`src/rtl/servo_pos_ctrl.sv`:
```
// rtl/servo_pos_ctrl.sv - slew-limited servo position command with handshake targets and auto-sweep
// Position moves at most one index per STEP_FRAMES PWM frames; the PWM stage decodes oPWM_Control_Sig.
module servo_pos_ctrl #(
  parameter int FRAME_CYCLES = 1_000_000,
  parameter int STEP_FRAMES  = 5,
  parameter int POS_MAX      = 8
) (
  input  logic       clk,
  input  logic       rst,
  input  logic [7:0] iTarget,
  input  logic       iTarget_valid,
  output logic       oTarget_ready,
  input  logic       iSweep_en,
  output logic [7:0] oPWM_Control_Sig,
  output logic       oBusy,
  output logic       oFrame_tick
);
  localparam int FW = (FRAME_CYCLES > 1) ? $clog2(FRAME_CYCLES) : 1;
  localparam int SW = $clog2(STEP_FRAMES + 1);
  localparam logic [FW-1:0] FRAME_LAST = FW'(FRAME_CYCLES - 1);
  localparam logic [SW-1:0] STEP_LAST  = SW'(STEP_FRAMES - 1);
  localparam logic [7:0]    POS_TOP    = 8'(POS_MAX);

  typedef enum logic [1:0] {IDLE, SLEW, SWEEP_UP, SWEEP_DOWN} state_t;

  state_t        state_q, state_d;
  logic [FW-1:0] frame_q, frame_d;
  logic [SW-1:0] step_q, step_d;
  logic [7:0]    pos_q, pos_d;
  logic [7:0]    target_q, target_d;
  logic          tick, step, ready, accept;
  logic [7:0]    clamped;

  always_comb begin
    tick    = (frame_q == FRAME_LAST);
    frame_d = tick ? '0 : frame_q + FW'(1);
    step    = tick && (step_q == STEP_LAST);
    ready   = (state_q == IDLE) || (state_q == SLEW);
    accept  = iTarget_valid && ready;
    clamped = (iTarget > POS_TOP) ? POS_TOP : iTarget;

    state_d  = state_q;
    pos_d    = pos_q;
    target_d = target_q;

    case (state_q)
      IDLE, SLEW: begin
        // Sweep request wins; a same-cycle target is dropped.
        if (iSweep_en) begin
          state_d = (pos_q == POS_TOP) ? SWEEP_DOWN : SWEEP_UP;
        end else begin
          if (accept) target_d = clamped;
          if (state_q == IDLE) begin
            if (accept && (clamped != pos_q)) state_d = SLEW;
          end else if (accept ? (clamped == pos_q) : (pos_q == target_q)) begin
            state_d = IDLE;
          end else if (step && (pos_q != target_q)) begin
            pos_d = (target_q > pos_q) ? pos_q + 8'd1 : pos_q - 8'd1;
          end
        end
      end
      SWEEP_UP: begin
        if (!iSweep_en) begin
          state_d  = IDLE;
          target_d = pos_q;
        end else if (step) begin
          if (pos_q < POS_TOP) pos_d = pos_q + 8'd1;
          if (pos_d == POS_TOP) state_d = SWEEP_DOWN;
        end
      end
      SWEEP_DOWN: begin
        if (!iSweep_en) begin
          state_d  = IDLE;
          target_d = pos_q;
        end else if (step) begin
          if (pos_q != 8'd0) pos_d = pos_q - 8'd1;
          if (pos_d == 8'd0) state_d = SWEEP_UP;
        end
      end
      default: state_d = IDLE;
    endcase

    // Frame ticks only accumulate while moving; any state change restarts the step interval.
    if ((state_q == IDLE) || (state_d != state_q)) begin
      step_d = '0;
    end else if (tick) begin
      step_d = step ? '0 : step_q + SW'(1);
    end else begin
      step_d = step_q;
    end
  end

  always_ff @(posedge clk) begin
    if (rst) begin
      state_q  <= IDLE;
      frame_q  <= '0;
      step_q   <= '0;
      pos_q    <= '0;
      target_q <= '0;
    end else begin
      state_q  <= state_d;
      frame_q  <= frame_d;
      step_q   <= step_d;
      pos_q    <= pos_d;
      target_q <= target_d;
    end
  end

  assign oTarget_ready    = ready;
  assign oBusy            = (state_q != IDLE);
  assign oFrame_tick      = tick;
  assign oPWM_Control_Sig = pos_q;

endmodule

```
`config.mk`:
```
export PLATFORM = sky130hd
export DESIGN_NAME = servo_pos_ctrl
export DESIGN_NICKNAME = d
export VERILOG_FILES = /design/src/rtl/servo_pos_ctrl.sv
export SDC_FILE = /design/constraint.sdc
export NUM_CORES = 1
export LEC_CHECK = 0
export CAP_MARGIN = 20
export CORE_MARGIN = 2
export CORE_UTILIZATION = 39
export CTS_CLUSTER_SIZE = 25
export DETAILED_ROUTE_END_ITERATION = 16
export PLACE_DENSITY = 0.67
export SLEW_MARGIN = 15
export SYNTH_ARGS = -nofsm -noshare
export SYNTH_HDL_FRONTEND = slang
export SYNTH_SLANG_ARGS = --single-unit
```
`constraint.sdc`:
```
create_clock -name clk -period 3.8 [get_ports clk]
set_input_delay 0.95 -clock clk [delete_from_list [all_inputs] [get_ports clk]]
set_output_delay 0.95 -clock clk [all_outputs]
set_load 0.005 [all_outputs]
```
Yosys cells after proc, flatten, opt, wreduce, memory -nomap -nowiden
Cells that the tools add are included.
{"block": "op_classes", "muxes": 37, "n_eq_ne": 22, "reduce_logical": 16, "n_lt_le_gt_ge": 3, "n_addsub": 4}
{"op": "8-bit 2-to-1 mux", "count": 21}
{"op": "8-bit one-hot mux with 3 select lines", "count": 1}
{"op": "20-bit by 1-bit adder with 20-bit output, second input constant", "count": 1}
{"op": "20-bit equality test, second input constant", "count": 1}
{"op": "2-bit 2-to-1 mux", "count": 10}
{"op": "2-bit inequality test, second input constant", "count": 10}
{"op": "8-bit by 4-bit equality test with 1-bit output, second input constant", "count": 2}
{"op": "8-bit equality test", "count": 2}
{"op": "8-bit inequality test", "count": 2}
{"op": "8-bit one-hot mux with 2 select lines", "count": 1}
{"op": "8-bit by 1-bit adder with 8-bit output, second input constant", "count": 1}
{"op": "8-bit by 4-bit > comparator with 1-bit output, second input constant", "count": 1}
{"op": "8-bit > comparator", "count": 1}
{"op": "8-bit zero test", "count": 1}
{"op": "8-bit by 4-bit < comparator with 1-bit output, second input constant", "count": 1}
{"op": "8-bit AND reduction", "count": 1}
{"op": "8-bit nonzero test", "count": 1}
{"op": "2-bit OR reduction", "count": 4}
{"op": "8-bit by 1-bit subtractor with 8-bit output, second input constant", "count": 1}
{"op": "2-bit one-hot mux with 3 select lines", "count": 1}
{"op": "2-bit equality test, second input constant", "count": 2}
{"op": "1-bit logical AND", "count": 4}
{"op": "3-bit by 1-bit adder with 3-bit output, second input constant", "count": 1}
{"op": "3-bit equality test, second input constant", "count": 1}
{"op": "other kinds (8)", "count": 10}
{"block": "word_totals", "input_bits": 12, "out_inout_bits": 11, "regBits": 41}

Depth between registers and ports, before layout
Gate-level depths: netlist of the first run.
{"block": "depth", "depth_word": 13, "depth_mapped": 12, "depth_no_buf": 9}

Worst setup path before layout of the first run
No wires, ideal clock.
{"block": "synth_timing", "path_kind": "input-to-reg", "startpoint": "input port iTarget[6]", "endpoint": "register pos_q[0], in the netlist oPWM_Control_Sig[0]", "path_slack_ns": 1.048, "stages": 8, "arrival_ns": 2.627, "path_cell_list": "or4_4 > or4_4 > o21ai_4 > o21ai_2 > buf_6 > o21ai_2 > xnor2_1 > nor2_1"}
{"block": "synth_via", "elab_chain_len": 6}
{"element": "from (decl)", "line_no": "10", "text": "input logic [7:0] iTarget,"}
{"element": "8-bit by 4-bit > comparator with 1-bit output", "line_no": "40", "text": "clamped = (iTarget > POS_TOP) ? POS_TOP : iTarget;"}
{"element": "8-bit 2-to-1 mux (*)", "line_no": "40"}
{"element": "8-bit equality test (*)", "line_no": "55", "text": "end else if (accept ? (clamped == pos_q) : (pos_q == target_q)) begin"}
{"element": "1-bit 2-to-1 mux (*)", "line_no": "55"}
{"element": "2-bit inequality test (no line) (*)"}
{"element": "8-bit AND reduction (no line) (*)"}
{"element": "to (signal assigned)", "line_no": "104", "text": "pos_q <= pos_d;"}
{"element": "to (decl)", "line_no": "29", "text": "logic [7:0] pos_q, pos_d;"}
Mark *: on every way between the ends. The rest lies on a longest branch, timed or not.
A chain may end at the register's enable or synchronous reset.

Final worst setup path of the first run
{"block": "layout_timing", "startpoint": "register frame_q[0]", "endpoint": "output port oFrame_tick"}
{"block": "layout_via", "elab_chain_len": 1}
{"element": "from (decl)", "line_no": "27", "text": "logic [FW-1:0] frame_q, frame_d;"}
{"element": "from (signal assigned)", "line_no": "102", "text": "frame_q <= frame_d;"}
{"element": "20-bit equality test", "line_no": "35", "text": "tick = (frame_q == FRAME_LAST);"}
{"element": "to (decl)", "line_no": "16", "text": "output logic oFrame_tick"}
No other way between the ends.

==> out/summary.md, run 1 <==
The run finished with clean final reports. At the worst endpoint, the required time is 2850 ps. The largest delay contributor family on the critical path was buffers and inverters. The total overflow left after global routing is 0. The run gives 0 as the number of pins with negative max-slew slack in the final report. In the synthesized netlist, the number of instances is 370. The average size of a mapped cell was 7.737 sq um; the number of enable-type register cells in the synthesized netlist was 0.

In this design, the stage delay of the slowest critical-path cell is 530 ps. For the worst flop-to-flop path, the logic depth is 9. Time the final worst path needs with I/O delays and setup: 3267 ps.

The data arrival time of the critical path was 2320 ps; the number of core rows was 31. The worst-path maximum fanout is 7. The share of post-route cells with drive strength above 1 works out to 8.786%. The capture point of the critical path was oFrame_tick.

At the later pin of the worst-skew pair, clock insertion delay measures 310 ps. The die is 89.68 um wide. The critical path starts at frame_q[0].

The final critical-path share of the clock period works out to 85.98%. 0 antenna diodes ended up in the layout. The worst register-to-register path begins at oPWM_Control_Sig[7].

For the maximum root-to-sink buffer count, the log shows 2. The count of cells resized by post-cts repair is 0. The Yosys step of the flow raised 0 warnings. Slowest cell on the critical path: clkdlybuf4s50_1. After clock tree synthesis, the clock-pin slew on the worst setup and hold paths is 80 ps. The clock net in this run drives a total of 41 sinks. Counting buffers and inverters, the worst setup path is 6 cells deep.

Worst-margin pin slew: 704.5 ps. Clock root buffer: clkbuf_8. The headroom to the max-slew limit was 52.65%.

Across the VDD grid, the largest voltage drop is 0.1718 mV. The number of detailed-routing iterations run before antenna repair was 5. The global routing usage summed across all routing layers is 19.11%, and the number of standard cells in the layout, taps in and fillers out is 486. At the end of routability-driven placement, the weighted congestion stood at 0.8468. Counting flops with an async set or reset pin after synthesis yields a share of 0%. The average vias per placed instance is 5.714, and the maximum achievable frequency is 306.1 MHz. For the number of filler instances in the final layout, the log shows 746. In this run the standard cell core region covers 0.007176 sq mm. TritonCTS built the clock tree.

Yosys attributes the largest share of cell area to dfxtp_1 29%, ha_1 6.1%, nor2_1 6.0%. The number of buffers and inverters on the critical path is 2. STA classifies the critical path endpoint as an output pin. Post-CTS timing repair inserted 0 buffers for setup. The part of the Yosys area used for sequential elements is 28.67%, and the flop and latch count out of synthesis is 41.

In the final routed layout, each cell accounts on average for 14.82 um. By startpoint and endpoint, the worst setup path is classified as register to output pin. The worst setup path is launched from a register. Overall via count from detail_route: 2777.

The number of distinct library cell variants in the gate-level netlist after synthesis is 58. The worst hold slack was 466.2 ps; the HPWL after detailed placement was 5226 um. The power density over the cells is 270.9 mW/mm^2. The post-synth net total is 396. The final layout contains routed wiring with a total length of 7201 um.

The logs give 0 for the initial antenna violation count and 23 for the top-level port count. The cell type with the highest aggregate area in the netlist is dfxtp_1. The tools report the count of antenna-violating nets left after detailed routing as 0. The logs give 2556 for the number of global-route vias before repair and 1.205 nW for the leakage power of the design. Total clock buffers created by CTS: 5. The tightest min-delay check is of the register to register type. The number of hold buffers added after CTS was 0. The number of input and output port buffers inserted came out at 22.

The maximum number of pins on one net before global-route repair came out at 29. Counting tap cells, the placed design contains a total of 478 instances. For the hold violation count in the final report, the log shows 0. The net count of the finished layout is 412. The final clock skew is 8.652 ps, and the wire length of the first global-routing pass is 12120 um.

Walking the worst path, the cells encountered are ha_1 -> and2_1 -> nand4_1 -> or2_2 -> inv_1 -> clkdlybuf4s50_1. The worst register-to-register path ends at oPWM_Control_Sig[2]. The die is 89.68 um tall.

Setup repair after global routing left no endpoint under its margin. For this block, the initial DRC count from the detailed router was 168. The die footprint is 0.008042 sq mm. In the final timing run, aggregate negative setup slack is 0 ps. The growth of design area from synthesis to finish works out to 13.11%. After synthesis the cells add up to 0.002863 sq mm. The tools report the post-route DRC violation count as 0. The H-tree was split into 2 levels. Max-cap violations in this run came to 0.

The area share of the leading cell type in the synthesized netlist is 28.67%, and the slack of the worst reg-to-reg path is 890 ps. The most used flip-flop cell after synthesis was dfxtp_1. The run gives 0 as the number of setup violations in the final report. The run gives 39.90% as the starting density of the core.
## power breakdown
group          total [W]  internal, W  switching, W
Combinational   0.000123    0.0000544     0.0000685
Clock           0.000311     0.000147      0.000164
Sequential      0.000443     0.000436    0.00000684
Total           0.000877     0.000638      0.000239
## synth_stat cells, drive strengths merged (10+ instances only)
library cell and number:
nor2 46, dfxtp 41, nand2 31, clkbuf 20, o21ai 19, a21oi 18, inv 18, nand3 18
xnor2 15, ha 14, nor3 14, xor2 10
## cell families (layout without fill, tap and decap cells)
family	after synthesis	after routing	synth area share [%]
adder cells (fa/ha/maj)	14	14	6.119
XOR/XNOR	25	25	7.649
buffers and inverters	41	58	7.255
multiplexers	3	3	1.049
AND/OR/NAND/NOR	163	163	28.89
flip-flops	41	41	28.67
AO/OA/AOI/OAI	83	83	20.37
## state kept, by name (all words and copies together), names as in the netlist
name	count
frame_q	20
state_q	2
oPWM_Control_Sig	8
target_q	8
step_q	3
## worst register-to-register path: cells and delay by family, from the launching register on
kind / cells / cell delay, ps
flip-flops: 1 / 550
AND/OR/NAND/NOR: 4 / 1010
buffers and inverters: 1 / 120
AO/OA/AOI/OAI: 3 / 790
adder cells (fa/ha/maj): 1 / 340
## metrics by stage
| stage | worst slack [ps] | util, % | total power, W | instance area [sq um] |
|---|---|---|---|---|
| floorplan | 1048 | - | 0.0005343 | 2863 |
| global placement | 446.7 | 43.78 | 0.0005740 | 3142 |
| detailed placement | 394.5 | 43.78 | 0.0005747 | 3142 |
| CTS | 497.0 | 45.13 | 0.0008830 | 3238 |
| global route | 378.8 | 45.13 | 0.0009154 | 3238 |
| finish | 532.7 | 45.13 | 0.0008772 | 3238 |
## worst min-delay path by stage
stage	from	endpoint	slack [ps]	depth (start not counted)
finish	frame_q[0]	frame_q[0]	470	1
CTS	frame_q[0]	frame_q[0]	470	1
floorplan	frame_q[0]	frame_q[0]	430	1
detailed placement	frame_q[0]	frame_q[0]	450	1
global route	frame_q[0]	frame_q[0]	500	1
global placement	frame_q[0]	frame_q[0]	440	1
## placed cells by master (no fill, tap or decap), drive strengths merged, types with 6 or more instances in the layout
| cell type | n |
|---|---|
| a211oi | 6 |
| a21oi | 18 |
| and3 | 9 |
| buf | 10 |
| clkbuf | 6 |
| clkdlybuf4s50 | 22 |
| dfxtp | 41 |
| ha | 14 |
| inv | 18 |
| nand2 | 31 |
| nand3 | 18 |
| nand4 | 9 |
| nor2 | 46 |
| nor3 | 14 |
| nor4 | 8 |
| o21ai | 19 |
| xnor2 | 15 |
| xor2 | 10 |
## metal layers
layer	global-route usage (%)	routed length, um	vias up
li1	-	-	1371
met3	3.748	319	10
met1	25.64	3288	1337
met2	31.75	3508	59
met4	4.342	84	0
met5	0	0	-
## cell type report
| type | instances | area (sq um) | share of cell area (%) |
|---|---|---|---|
| Clock buffer | 6 | 82.58 | 2.550 |
| Clock inverter | 2 | 13.76 | 0.4250 |
| Inverter | 18 | 67.56 | 2.087 |
| Multi-Input combinational cell | 288 | 1834 | 56.65 |
| Sequential cell | 41 | 820.8 | 25.35 |
| Tap cell | 99 | 123.9 | 3.825 |
| Timing Repair Buffer | 32 | 295.3 | 9.119 |
Power figures use the tool's default switching activity.
==> run 2: changes to the inputs <==
- SLEW_MARGIN: 15 -> 0
==> results of run 2 <==
Final layout, timing and power as in run 1 (identical DEF).
==> run 3: changes to the inputs <==
- CORE_UTILIZATION: 39 -> 35
- PLACE_DENSITY: 0.67 -> 0.63
==> out/summary.md, run 3 (same netlist as run 1, synthesis figures left out) <==
The run finished with clean final reports. The count of antenna diodes in the layout was 0. For the DRC violation total after the first TritonRoute iteration, the log shows 150. VDD sags by at most 0.1503 mV. From left edge to right edge, the die measures 94.44 um. The top cell types in the final layout, fill and taps aside, are 46 x nor2_1, 41 x dfxtp_1, 31 x nand2_1, 22 x clkdlybuf4s50_1. After floorplanning, the core was sized to cover 0.007807 sq mm. The final cell utilization of the core came out at 42.05%. In this run, post-CTS repair resized a total of 0 instances. The worst setup path is captured at an output pin.

The run gives 0 as the number of setup violations in the final report. The tree is rooted in a clkbuf_8. TritonCTS built the clock tree. Based on the critical path, the design can be clocked at up to 310.2 MHz. Dividing the detail-routed wire length by the instance count gives 15.48 um. The run gives 32 as the number of core rows. The layout has 794 filler cells. Across the whole layout, storage elements account for 820.8 sq um. The tools report the hold violation count in the final report as 0.

Clock tree synthesis found a total of 41 sinks. The worst-path maximum fanout is 7. After routing, the total negative slack on setup checks comes to 0 ps. Die footprint: 0.008919 sq mm.

The first TritonRoute pass finished after 5 iterations. In this run the number of H-tree levels came out at 2. The maximum root-to-sink buffer count came out at 2. The setup path with the least slack is of type register to output pin.

The top-level port count came out at 23. The overall via count from detail_route is 2767, and the worst-margin pin slew is 628.2 ps. The worst slack at placement is 337.2 ps, and the post-route DRC violation count is 0. Input and output buffers added on the ports amount to 22. In this design, the stage delay of the slowest critical-path cell is 540 ps. The logs give 0 for the initial antenna violation count and 489 for the number of standard cells in the layout, taps in and fillers out. The count of hold-fix buffers inserted at cts was 0. Wires add up to 7572 um.

Total power for the finished layout comes to 0.001003 W. The clock edge transition at the registers on the reported setup and hold paths is 90 ps, and the headroom to the max-slew limit is 57.77%. The initial utilization of the core area, before any placement, comes to 36.67%.

Number of maximum-capacitance constraint violations: 0. In this run the static leakage power is 1.222 nW. For the number of pins with negative max-slew slack in the final report, the log shows 0. The worst hold path belongs to the class register to register.

In the routed layout, each cell is associated on average with a via count of 5.658. The clock latency on the worst-skew pair came out at 300 ps. At the end of routability-driven placement, the weighted congestion stood at 0.8891. In this run, placement finished with an instance count of 481. Summing all multi-input logic gate instances after layout gives 0.001834 sq mm. Ranked by flip-flop count, first place goes to frame_q. The run gives 17.86% as the global routing usage summed across all routing layers. The flip-flop count of the largest register, all copies and words added is 20. The post-route netlist has 8.786% of its cells at a drive strength greater than 1. The slowest stage of the critical path belongs to the cell clkdlybuf4s50_1. The wire length of the first global-routing pass is 12740 um. Leaving out fill and tap cells, the most frequent cell in the layout is nor2_1.

The critical path goes through ha_1 -> and2_1 -> nand4_1 -> or2_2 -> inv_1 -> clkdlybuf4s50_1. Growth of design area from synthesis to finish: 14.69%. Data arrival time of the critical path: 2270 ps. The number of global-route vias before repair is 2650.

The run gives 30 as the maximum number of pins on one net before global-route repair. Setup repair after global routing left no endpoint under its margin. After global routing the overflow that remains totals 0. The run gives 7.516 ps as the final clock skew. The worst path in the final design needs a cycle of 3224 ps, including I/O delays and setup.

Post-CTS timing repair inserted 0 buffers for setup. Measured along the y axis, the die boundary spans 94.44 um. The number of clock buffers added by TritonCTS is 5.

The final critical-path share of the clock period is 84.84%. The final layout contains 412 nets. After legalization and detailed placement, the total HPWL measured 5575 um. For this design the ratio of total power to cell area is 305.4 mW/mm^2. Once routing completed, OpenROAD measured the worst setup slack at 576.1 ps. Data on the critical path is required at its endpoint by 2850 ps.

In this run the remaining antenna-violating nets after routing total 0. STA classifies the critical path startpoint as a register.
run 3: metal layers:
| metal | vias up | GRT usage [%] | share of wire [%] |
|---|---|---|---|
| li1 | 1376 | - | - |
| met1 | 1284 | 23.91 | 44 |
| met2 | 98 | 29.76 | 47 |
| met3 | 9 | 3.192 | 7.1 |
| met4 | 0 | 4.469 | 1.3 |
| met5 | - | 0 | 0 |
run 3: per-stage QoR:
stage               hold slack [ps]  cell area (sq um)
finish                        474.2               3283
global route                  509.9               3283
CTS                           476.8               3283
detailed placement            454.8               3146
global placement              443.0               3146
floorplan                     426.0               2863
run 3: where the power goes:
part	switching, W	internal, W	total (W)
Clock	0.000170	0.000265	0.000434
Sequential	0.00000698	0.000436	0.000443
Combinational	0.0000709	0.0000544	0.000125
Total	0.000247	0.000755	0.00100
run 3: worst paths after layout:
path | slack (ps) | from | depth (start not counted) | end
hold / removal | 470 | frame_q[0] | 1 | frame_q[0]
setup / recovery | 580 | frame_q[0] | 6 | oFrame_tick
hold reg to reg | 470 | frame_q[0] | 1 | frame_q[0]
setup reg to reg | 820 | oPWM_Control_Sig[7] | 9 | oPWM_Control_Sig[2]
run 3: cell type report:
type / count / share of cell area [%]
inverter: 18 / 2.058
timing repair buffer: 32 / 8.994
tap: 102 / 3.887
clock buffer: 5 / 2.096
multi-input combinational: 288 / 55.87
sequential: 41 / 25.00
clock inverter: 3 / 2.096
run 3: critical path, delay by kind of cell, from the launching register on:
kind                       cells  cell delay (ps)
buffers and inverters          2              700
adders and majority gates      1              220
and+or+nand+nor                3              670
DFF                            1              380
